File: src/rtl/lcd_hd44780_sink_if.sv
// HD44780 parallel bus as seen between the LCD write controller and the display end.
interface lcd_hd44780_sink_if;
  logic [7:0] LCD_DATA;
  logic       LCD_RW;
  logic       LCD_EN;
  logic       LCD_RS;

  modport master (output LCD_DATA, LCD_RW, LCD_EN, LCD_RS);
  modport slave  (input  LCD_DATA, LCD_RW, LCD_EN, LCD_RS);
endinterface

File: src/rtl/lcd_hd44780_sink.sv
// Display end of the HD44780 bus: decodes writes, keeps a 16x2 shadow of DDRAM,
// the address counter, busy timing and display flags.
//   state | meaning
//   IDLE  | ready, accepts the next bus write
//   CLEAR | blanking the shadow, one entry per cycle
//   BUSY  | counting down the remaining instruction time
module lcd_hd44780_sink #(
  parameter int CMD_CYCLES = 2000,
  parameter int CLR_CYCLES = 82000
) (
  input  logic                iCLK,
  input  logic                iRST_N,
  lcd_hd44780_sink_if.slave   lcd,
  input  logic [4:0]          iRD_ADDR,
  output logic [7:0]          oRD_CHAR,
  output logic [6:0]          oAC,
  output logic                oBUSY,
  output logic                oDISP_ON,
  output logic                oLINES2,
  output logic                oWR_STB,
  output logic                oERR
);

  localparam int CW = $clog2(CLR_CYCLES + 1);
  localparam logic [1:0] IDLE  = 2'd0;
  localparam logic [1:0] CLEAR = 2'd1;
  localparam logic [1:0] BUSY  = 2'd2;

  // bit 10 EN, bit 9 RW, bit 8 RS, bits 7:0 DATA
  logic [10:0]   sync1, sync2, sampPrev;
  logic          enFall;
  logic          evt, evtRs;
  logic [7:0]    evtData;
  logic [1:0]    state;
  logic [CW-1:0] cnt;
  logic [4:0]    clrIdx;
  logic          entryInc;
  logic [7:0]    shadow [32];
  logic          wrValid;
  logic [4:0]    wrIdx;

  function automatic logic [6:0] stepAc(input logic [6:0] ac, input logic inc);
    logic [6:0] nxt;
    if (inc) begin
      if (ac == 7'h27)      nxt = 7'h40;
      else if (ac == 7'h67) nxt = 7'h00;
      else                  nxt = ac + 7'd1;
    end else begin
      if (ac == 7'h00)      nxt = 7'h67;
      else if (ac == 7'h40) nxt = 7'h27;
      else                  nxt = ac - 7'd1;
    end
    return nxt;
  endfunction

  assign enFall  = sampPrev[10] & ~sync2[10];
  assign wrValid = (oAC[6:4] == 3'b000) || (oAC[6:4] == 3'b100);
  assign wrIdx   = {oAC[6], oAC[3:0]};
  assign oBUSY   = (state != IDLE);

  // RS/RW/DATA are taken from the last sample that still had EN high
  always_ff @(posedge iCLK or negedge iRST_N) begin
    if (!iRST_N) begin
      sync1    <= '0;
      sync2    <= '0;
      sampPrev <= '0;
      evt      <= 1'b0;
      evtRs    <= 1'b0;
      evtData  <= '0;
    end else begin
      sync1    <= {lcd.LCD_EN, lcd.LCD_RW, lcd.LCD_RS, lcd.LCD_DATA};
      sync2    <= sync1;
      sampPrev <= sync2;
      evt      <= enFall & ~sampPrev[9];
      evtRs    <= sampPrev[8];
      evtData  <= sampPrev[7:0];
    end
  end

  always_ff @(posedge iCLK or negedge iRST_N) begin
    if (!iRST_N) begin
      for (int i = 0; i < 32; i++) shadow[i] <= 8'h20;
      state    <= IDLE;
      cnt      <= '0;
      clrIdx   <= '0;
      entryInc <= 1'b1;
      oAC      <= '0;
      oDISP_ON <= 1'b0;
      oLINES2  <= 1'b0;
      oWR_STB  <= 1'b0;
      oERR     <= 1'b0;
      oRD_CHAR <= 8'h20;
    end else begin
      oWR_STB  <= 1'b0;
      oRD_CHAR <= shadow[iRD_ADDR];
      if (evt && state != IDLE) oERR <= 1'b1;
      case (state)
        IDLE: begin
          if (evt && evtRs) begin
            if (wrValid) shadow[wrIdx] <= evtData;
            oWR_STB <= 1'b1;
            oAC     <= stepAc(oAC, entryInc);
            state   <= BUSY;
            cnt     <= CW'(CMD_CYCLES - 1);
          end else if (evt && evtData != 8'h00) begin
            state <= BUSY;
            cnt   <= CW'(CMD_CYCLES - 1);
            casez (evtData)
              8'b1???????: oAC <= evtData[6:0];
              8'b01??????: ;
              8'b001?????: oLINES2 <= evtData[3];
              8'b0001????: ;
              8'b00001???: oDISP_ON <= evtData[2];
              8'b000001??: entryInc <= evtData[1];
              8'b0000001?: begin
                oAC <= '0;
                cnt <= CW'(CLR_CYCLES - 1);
              end
              default: begin
                oAC      <= '0;
                entryInc <= 1'b1;
                clrIdx   <= '0;
                state    <= CLEAR;
              end
            endcase
          end
        end
        CLEAR: begin
          shadow[clrIdx] <= 8'h20;
          clrIdx         <= clrIdx + 5'd1;
          if (clrIdx == 5'd31) begin
            state <= BUSY;
            cnt   <= CW'(CLR_CYCLES - 33);
          end
        end
        BUSY: begin
          if (cnt == '0) state <= IDLE;
          else           cnt   <= cnt - 1'b1;
        end
        default: state <= IDLE;
      endcase
    end
  end

endmodule

File: src/flat_wrapper.sv
// flat-port wrapper written by rule: the top's interface ports become plain ports
module lcd_hd44780_sink_flat 
#(
  parameter int CMD_CYCLES = 2000,
  parameter int CLR_CYCLES = 82000
)
  (iCLK, iRST_N, iRD_ADDR, oRD_CHAR, oAC, oBUSY, oDISP_ON, oLINES2, oWR_STB, oERR, lcd_LCD_DATA, lcd_LCD_RW, lcd_LCD_EN, lcd_LCD_RS);
  lcd_hd44780_sink_if lcd_i ();
  input  logic iCLK;
  input  logic iRST_N;
  input  logic [4:0] iRD_ADDR;
  output logic [7:0] oRD_CHAR;
  output logic [6:0] oAC;
  output logic oBUSY;
  output logic oDISP_ON;
  output logic oLINES2;
  output logic oWR_STB;
  output logic oERR;
  input wire logic [$bits(lcd_i.LCD_DATA)-1:0] lcd_LCD_DATA;
  input wire logic [$bits(lcd_i.LCD_RW)-1:0] lcd_LCD_RW;
  input wire logic [$bits(lcd_i.LCD_EN)-1:0] lcd_LCD_EN;
  input wire logic [$bits(lcd_i.LCD_RS)-1:0] lcd_LCD_RS;
  assign lcd_i.LCD_DATA = lcd_LCD_DATA;
  assign lcd_i.LCD_RW = lcd_LCD_RW;
  assign lcd_i.LCD_EN = lcd_LCD_EN;
  assign lcd_i.LCD_RS = lcd_LCD_RS;
  lcd_hd44780_sink #(.CMD_CYCLES(CMD_CYCLES), .CLR_CYCLES(CLR_CYCLES)) u_core (.iCLK(iCLK), .iRST_N(iRST_N), .lcd(lcd_i), .iRD_ADDR(iRD_ADDR), .oRD_CHAR(oRD_CHAR), .oAC(oAC), .oBUSY(oBUSY), .oDISP_ON(oDISP_ON), .oLINES2(oLINES2), .oWR_STB(oWR_STB), .oERR(oERR));
endmodule
File: config.mk
export PLATFORM = sky130hd
export DESIGN_NAME = lcd_hd44780_sink_flat
export DESIGN_NICKNAME = d
export VERILOG_FILES = /design/src/rtl/lcd_hd44780_sink_if.sv /design/src/rtl/lcd_hd44780_sink.sv /design/src/flat_wrapper.sv
export SDC_FILE = /design/constraint.sdc
export NUM_CORES = 1
export LEC_CHECK = 0
export ABC_AREA = 0
export CORE_ASPECT_RATIO = 0.8
export CORE_MARGIN = 4
export CORE_UTILIZATION = 25
export DETAILED_ROUTE_END_ITERATION = 8
export RECOVER_POWER = 100
export SYNTH_ARGS = -nofsm -noshare
export SYNTH_HDL_FRONTEND = slang
export SYNTH_SLANG_ARGS = --single-unit
File: constraint.sdc
create_clock -name iCLK -period 2.7 [get_ports iCLK]
set_clock_uncertainty 0.15 [all_clocks]
set_input_delay 0.27 -clock iCLK [delete_from_list [all_inputs] [get_ports iCLK]]
set_output_delay 0.27 -clock iCLK [all_outputs]
set_load 0.05 [all_outputs]
==> results.yml, run 1 <==
layout:
  area_growth_pct: 17.5
  design_area_um2: 18500
  nets: 1364
  num_antenna_cells: 0
  multi_input_area_um2: 6550
  final_cell_mix: "dfrtp_1, a22o_1, nor2_1, mux4_2"
  drive_gt1_share_pct: 19.9
  regArea_um2: 8630
  fillerInstances: 6189
  mostFrequentLayoutCell: "dfrtp_1"
global_routing:
  grt_first_pass_wirelength_mm: 71.4
  antenna_found_initial: 0
  grt_max_degree: 69
  grt-ovfl-total: 0
  grt_usage_pct: 13.4
  grt_pass1_vias: 11600
cts:
  clk_pin_slew_ns: 0.06
  clk_latency_ns: 0.54
  clock-sinks: 343
  cts_buffers: 35
  tritoncts: "yes"
  h-tree-depth: 2
  clock_path_buffers: 3
  clock-root-buffer: "clkbuf_16"
die:
  core.rowCount: 81
  die_y_um: 232
  core_um2: 61700
  initial_core_util_pct: 25.5
  dieArea_um2: 67000
  io_pins: 38
  die_width_um: 288
critical_path:
  worstPathArrival_ns: 2.20
  start_kind: "flop"
  worst-r2r-setup-slack_ns: 0.11
  reg2reg_from: "u_core.state[1]"
  required_ns: 2.28
  endpoint_kind: "output pin"
  r2r_cells: 7
  critical_path_class: "reg -> out"
  path_max_fanout: 9
  r2r-end: "u_core.shadow[57]"
worst_hold_path:
  hp-start: "lcd_LCD_DATA[3]"
  min_delay_worst_endpoint: "u_core.sync1[3]"
  whs_path_depth: 1
  hp-class: "in -> reg"
yosys:
  synthCells: 1259
  ys_seq_area_share_pct: 54.9
  yosys.cell_types.count: 73
  ys_seq_elements: 343
  async_reset_ff_share_pct: 100
  syn-num-nets: 1292
  synth_edf_count: 0
  synth_warnings: 0
  synth_area_per_cell_um2: 12.5
  synthFlopType: "dfrtp_1"
  syn_area_um2: 15700
sta:
  fmax_mhz: 381
  relSlewSlack_pct: -14.7
  finalSetupViolCount: 0
  timing.final.hold_violations: 0
  fin_crit_ns: 2.62
  post-route-period-util_pct: 97.2
  rsz0062_at_grt: "false"
  worst-slew-pin-transition_ns: 1.72
  finalSetupTns_ns: 0
  slew_viol_final: 63
pwr:
  powerDensity_nw_per_um2: 784
  p_sw_mw: 4.62
  p_int_mw: 9.87
  peakVddDrop_mv: 0.475
  seq_power_share_pct: 43.9
  pwr-share-comb_pct: 23.6
  swShare_pct: 31.9
  power.leakage_nw: 7.84
  pwr-share-clk_pct: 32.5
outcome:
  violations: "capacitance limit, slew limit"
  run_status: "finished with violations"
placed_design:
  place_area_um2: 17500
  gp_congestion: 0.816
  io_buffers: 37
  hpwlAfterDp_mm: 29.7
route:
  via_per_inst: 5.30
  initialDrtViolationCount: 1300
  detail-route-antenna-nets: 0
  dr.pass1.iters: 5
  wirelength_mm: 45.1
  wl_per_cell_um: 20.6
  vias: 11600
  drc: 0
flow_run:
  cap_violations: 1
-- area by class of cell --
cell class | count | area share [%]
clock buffers | 53 | 5.48
well taps | 830 | 5.62
repair buffers | 128 | 5.73
flip-flops and latches | 343 | 46.7
multi-input cells | 788 | 35.5
clock inverters | 9 | 0.318
inverters | 35 | 0.711
-- cell usage after synthesis, drive strengths merged (2+ instances only) --
cell type / number / area, um^2
inv: 35 / 131
o21ai: 21 / 105
o32ai: 5 / 43.8
dfrtp: 309 / 7730
nand3b: 2 / 15.0
mux2: 4 / 45.0
nor2b: 12 / 75.1
a22o: 226 / 1980
nand3: 18 / 90.1
clkbuf: 61 / 234
nand2b: 16 / 100
a31oi: 7 / 43.8
o22ai: 28 / 175
a221o: 2 / 21.3
nor3: 49 / 255
a41oi: 4 / 35.0
a221oi: 8 / 70.1
nor2: 82 / 313
mux2i: 23 / 230
and3: 4 / 25.0
nor4b: 2 / 23.8
o31ai: 9 / 67.6
ha: 15 / 188
or3: 5 / 32.5
buf: 32 / 170
and2: 4 / 25.0
o211ai: 4 / 30.0
a31o: 3 / 26.3
a21o: 3 / 22.5
a21oi: 48 / 240
nand4b: 2 / 17.5
mux4: 72 / 1620
o22a: 2 / 17.5
dfstp: 34 / 893
nand4: 4 / 40.0
nor4: 7 / 71.3
or4: 5 / 41.3
a311oi: 2 / 17.5
nor3b: 3 / 33.8
nand2: 71 / 283
-- critical path, cell delays in order (launching register included) --
cell and delay (ns):
dfrtp_1 0.53, buf_2 0.28, clkdlybuf4s50_1 0.86
-- worst max-delay path by stage --
stage | startpoint | to | slack (ns) | cells after the start
2_1_floorplan | u_core.state[0] | u_core.shadow[208] | 0.25 | 9
3_3_place_gp | iRD_ADDR[0] | u_core.oRD_CHAR[7] | 0.25 | 6
3_5_place_dp | u_core.state[0] | u_core.shadow[104] | 0.15 | 8
4_1_cts | u_core.state[0] | oBUSY | 0.07 | 5
5_1_grt | u_core.cnt[0] | u_core.cnt[13] | 0.006 | 9
6_report | u_core.oAC[3] | oAC[3] | 0.08 | 2
-- stage by stage --
stage / cells / total power, mW / utilization, % / worst slack (ns) / hold slack [ns]
floorplan: 1259 / 8.66 / - / 0.253 / -0.176
global placement: 2123 / 9.81 / 28.4 / 0.249 / 0.114
detailed placement: 2123 / 9.89 / 28.4 / 0.148 / 0.125
CTS: 2186 / 14.6 / 30.1 / 0.0686 / 0.00592
global route: 2186 / 15.2 / 29.9 / 0.00603 / 0.126
finish: 2186 / 14.5 / 29.9 / 0.0755 / 0.138
-- registers in the layout (all words and copies together) (netlist names) --
| signal | count |
|---|---|
| u_core.oRD_CHAR | 8 |
| u_core.evtRs | 1 |
| u_core.cnt | 17 |
| u_core.oLINES2 | 1 |
| u_core.state | 2 |
| u_core.oDISP_ON | 1 |
| u_core.oERR | 1 |
| u_core.oAC | 7 |
| u_core.sampPrev | 11 |
| u_core.entryInc | 1 |
| u_core.evt | 1 |
| u_core.clrIdx | 5 |
| u_core.sync2 | 11 |
| u_core.oWR_STB | 1 |
| u_core.shadow | 256 |
| u_core.sync1 | 11 |
| u_core.evtData | 8 |
-- power groups by stage --
stage          Sequential [mW]  Clock [mW]  Combinational, mW
2_1_floorplan             6.46           0               2.21
3_3_place_gp              6.41           0               3.40
3_5_place_dp              6.42           0               3.46
4_1_cts                   6.35        4.78               3.46
5_1_grt                   6.43        5.02               3.73
6_report                  6.36        4.71               3.42
-- per-layer routing --
layer,track usage [%],wire [um],part of all wire (%)
met5,0.294,0,0
met4,2.55,606,1.3
met3,3.81,4010,8.9
met2,18.7,18700,42
met1,20.7,21700,48
-- repair_timing --
item	4_1_cts	5_1_grt
buffers inserted	0	0
gates resized for setup	1	3
pin swaps	0	0
hold buffers	1	0
endpoints found under the hold margin	56	0
setup endpoints to repair	1	45
-- cells by family (layout without fill, tap and decap cells) --
family,count (synthesis),after routing,share of synthesized area (%)
xor+xnor,2,2,0.111
mux,99,99,12.1
simple gates,290,290,9.40
buf+inv,128,225,3.41
fa+ha+maj,15,15,1.19
compound gates,382,382,19.0
flops,343,343,54.9
No activity file was read; power rests on OpenSTA's default activity.
==> inputs of run 2 (changes only) <==
CORE_UTILIZATION = 45   (was 25)
==> run 2 against run 1 <==
Against the previous run: the run still ends with capacitance limit, slew limit left; maximum frequency hardly changed; sequential cell count unchanged; critical endpoint is now u_core.cnt[1]; die area fell by 43%; global-route usage grew 9.5 points.
==> results.yml, run 2 (synthesis results as in run 1) <==
outcome:
  run_status: "finished with violations"
  violations: "capacitance limit, slew limit"
flow_run:
  cap_violations: 1
sta:
  slew_viol_final: 53
  whs_ns: 0.138
  worst-slew-pin-transition_ns: 1.63
  relSlewSlack_pct: -8.77
  rsz0062_at_grt: "true"
  timing.final.hold_violations: 0
  finalSetupTns_ns: 0
  fin_crit_ns: 2.63
  finalSetupViolCount: 0
  setup_ws_ns: 0.0744
  post-route-period-util_pct: 97.2
  fmax_mhz: 381
route:
  via_per_inst: 6.16
  detail-route-antenna-nets: 0
  vias: 11200
  wirelength_mm: 43.2
  dr.pass1.iters: 5
  wl_per_cell_um: 23.7
  drc: 0
  initialDrtViolationCount: 1063
layout:
  design_area_um2: 18300
  final_cells: 1826
  mostFrequentLayoutCell: "dfrtp_1"
  drive_gt1_share_pct: 20.5
  final_cell_mix: "dfrtp_1, a22o_1, nor2_1, mux4_2, nand2_1"
  fin_util_pct: 53.6
  top_register: "u_core.shadow"
  num_antenna_cells: 0
  nets: 1366
  largest_registers: "u_core.shadow (256), u_core.cnt (17)"
  largest_register_ffs: 256
  area_growth_pct: 16.2
die:
  initial_core_util_pct: 46.1
  core_um2: 34100
  die_y_um: 175
  die_width_um: 217
  core.rowCount: 60
  io_pins: 38
  dieArea_um2: 38000
critical_path:
  critPathBufInv: 1
  worst-r2r-setup-slack_ns: 0.07
  critical_path_class: "reg -> reg"
  required_ns: 2.98
  max_stage_delay_ns: 0.61
  endpoint_kind: "flop"
  crit_family: "simple AND/OR/NAND/NOR gates"
  path_max_fanout: 12
  cpMaxStageDelayCell: "or4_4"
  worstPathArrival_ns: 2.91
  cp_cell_sequence: "inv_1 > ha_1 > nor3b_1 > nand4_4 > or4_4 > nand2_8 > mux2_2"
  start_kind: "flop"
global_routing:
  grt_first_pass_wirelength_mm: 68.6
  grt_pass1_vias: 11500
  grt_max_degree: 64
  antenna_found_initial: 0
  grt_usage_pct: 22.9
  grt-ovfl-total: 0
cts:
  clock_path_buffers: 3
  clock-root-buffer: "clkbuf_16"
  clk_latency_ns: 0.55
  tritoncts: "yes"
  cts_buffers: 36
  clock-sinks: 343
  h-tree-depth: 2
  clk_pin_slew_ns: 0.06
placed_design:
  place_inst: 1751
  place_area_um2: 17000
  hpwlAfterDp_mm: 28.5
  io_buffers: 37
  gp_congestion: 0.853
  preCtsSetupSlack_ns: 0.167
pwr:
  powerDensity_nw_per_um2: 801
  power.leakage_nw: 7.92
  power_mw: 14.6
  peakVddDrop_mv: 0.690
worst_hold_path:
  hp-class: "in -> reg"
## run 2: cell count changes in the layout (fill, tap and decap cells not counted), moves of 5 or more
| cell | previous run | this run |
|---|---|---|
| nor2_2 | 3 | 8 |
| clkbuf_1 | 16 | 11 |
| buf_12 | 3 | 10 |
| buf_4 | 70 | 64 |
| dlygate4sd3_1 | 28 | 38 |
| nor2_1 | 79 | 73 |
## run 2: worst paths after layout
check,from,to,cells past startpoint
max in group asynchronous,iRST_N,u_core.shadow[210],3
setup / recovery,u_core.cnt[0],u_core.cnt[1],7
hold / removal,lcd_LCD_RS,u_core.sync1[8],1
setup reg to reg,u_core.cnt[0],u_core.cnt[1],7
min in group asynchronous,iRST_N,u_core.shadow[121],2
hold reg to reg,u_core.sync1[0],u_core.sync2[0],0
## run 2: what timing repair did
action / CTS / global route
endpoints found under the hold margin: 256 / 0
hold buffers: 9 / 0
resized for setup: 1 / 11
endpoints found under the setup margin: 1 / 49
setup buffers: 0 / 0
## run 2: area by class of cell
| type | instances | area, um^2 |
|---|---|---|
| Tap cell | 465 | 582 |
| Inverter | 35 | 131 |
| Multi-Input combinational cell | 788 | 6590 |
| Clock inverter | 17 | 158 |
| Sequential cell | 343 | 8630 |
| Timing Repair Buffer | 129 | 1170 |
| Fill cell | 2927 | 15800 |
| Clock buffer | 49 | 1010 |
## run 2: routing by layer
metal	global-route usage, %	up-vias	routed length [um]	part of all wire [%]
met1	34.7	5852	20100	46
met4	5.30	0	725	1.7
met2	33.7	374	19200	45
li1	-	4964	-	-
met5	0	-	0	0
met3	5.51	56	3150	7.3
## run 2: where the power goes
| part | internal (mW) | switching [mW] | total (mW) | leakage, nW |
|---|---|---|---|---|
| Sequential | 5.83 | 0.530 | 6.36 | 4.50 |
| Combinational | 1.44 | 1.95 | 3.39 | 2.85 |
| Clock | 2.76 | 2.12 | 4.88 | 0.567 |
| Total | 10.0 | 4.60 | 14.6 | 7.92 |
## run 2: worst reg2reg max path, cell delays in order, from the launching register on
cell     delay, ns
dfrtp_1       0.40
inv_1         0.10
ha_1          0.19
nor3b_1       0.44
nand4_4       0.14
or4_4         0.61
nand2_8       0.15
mux2_2        0.34
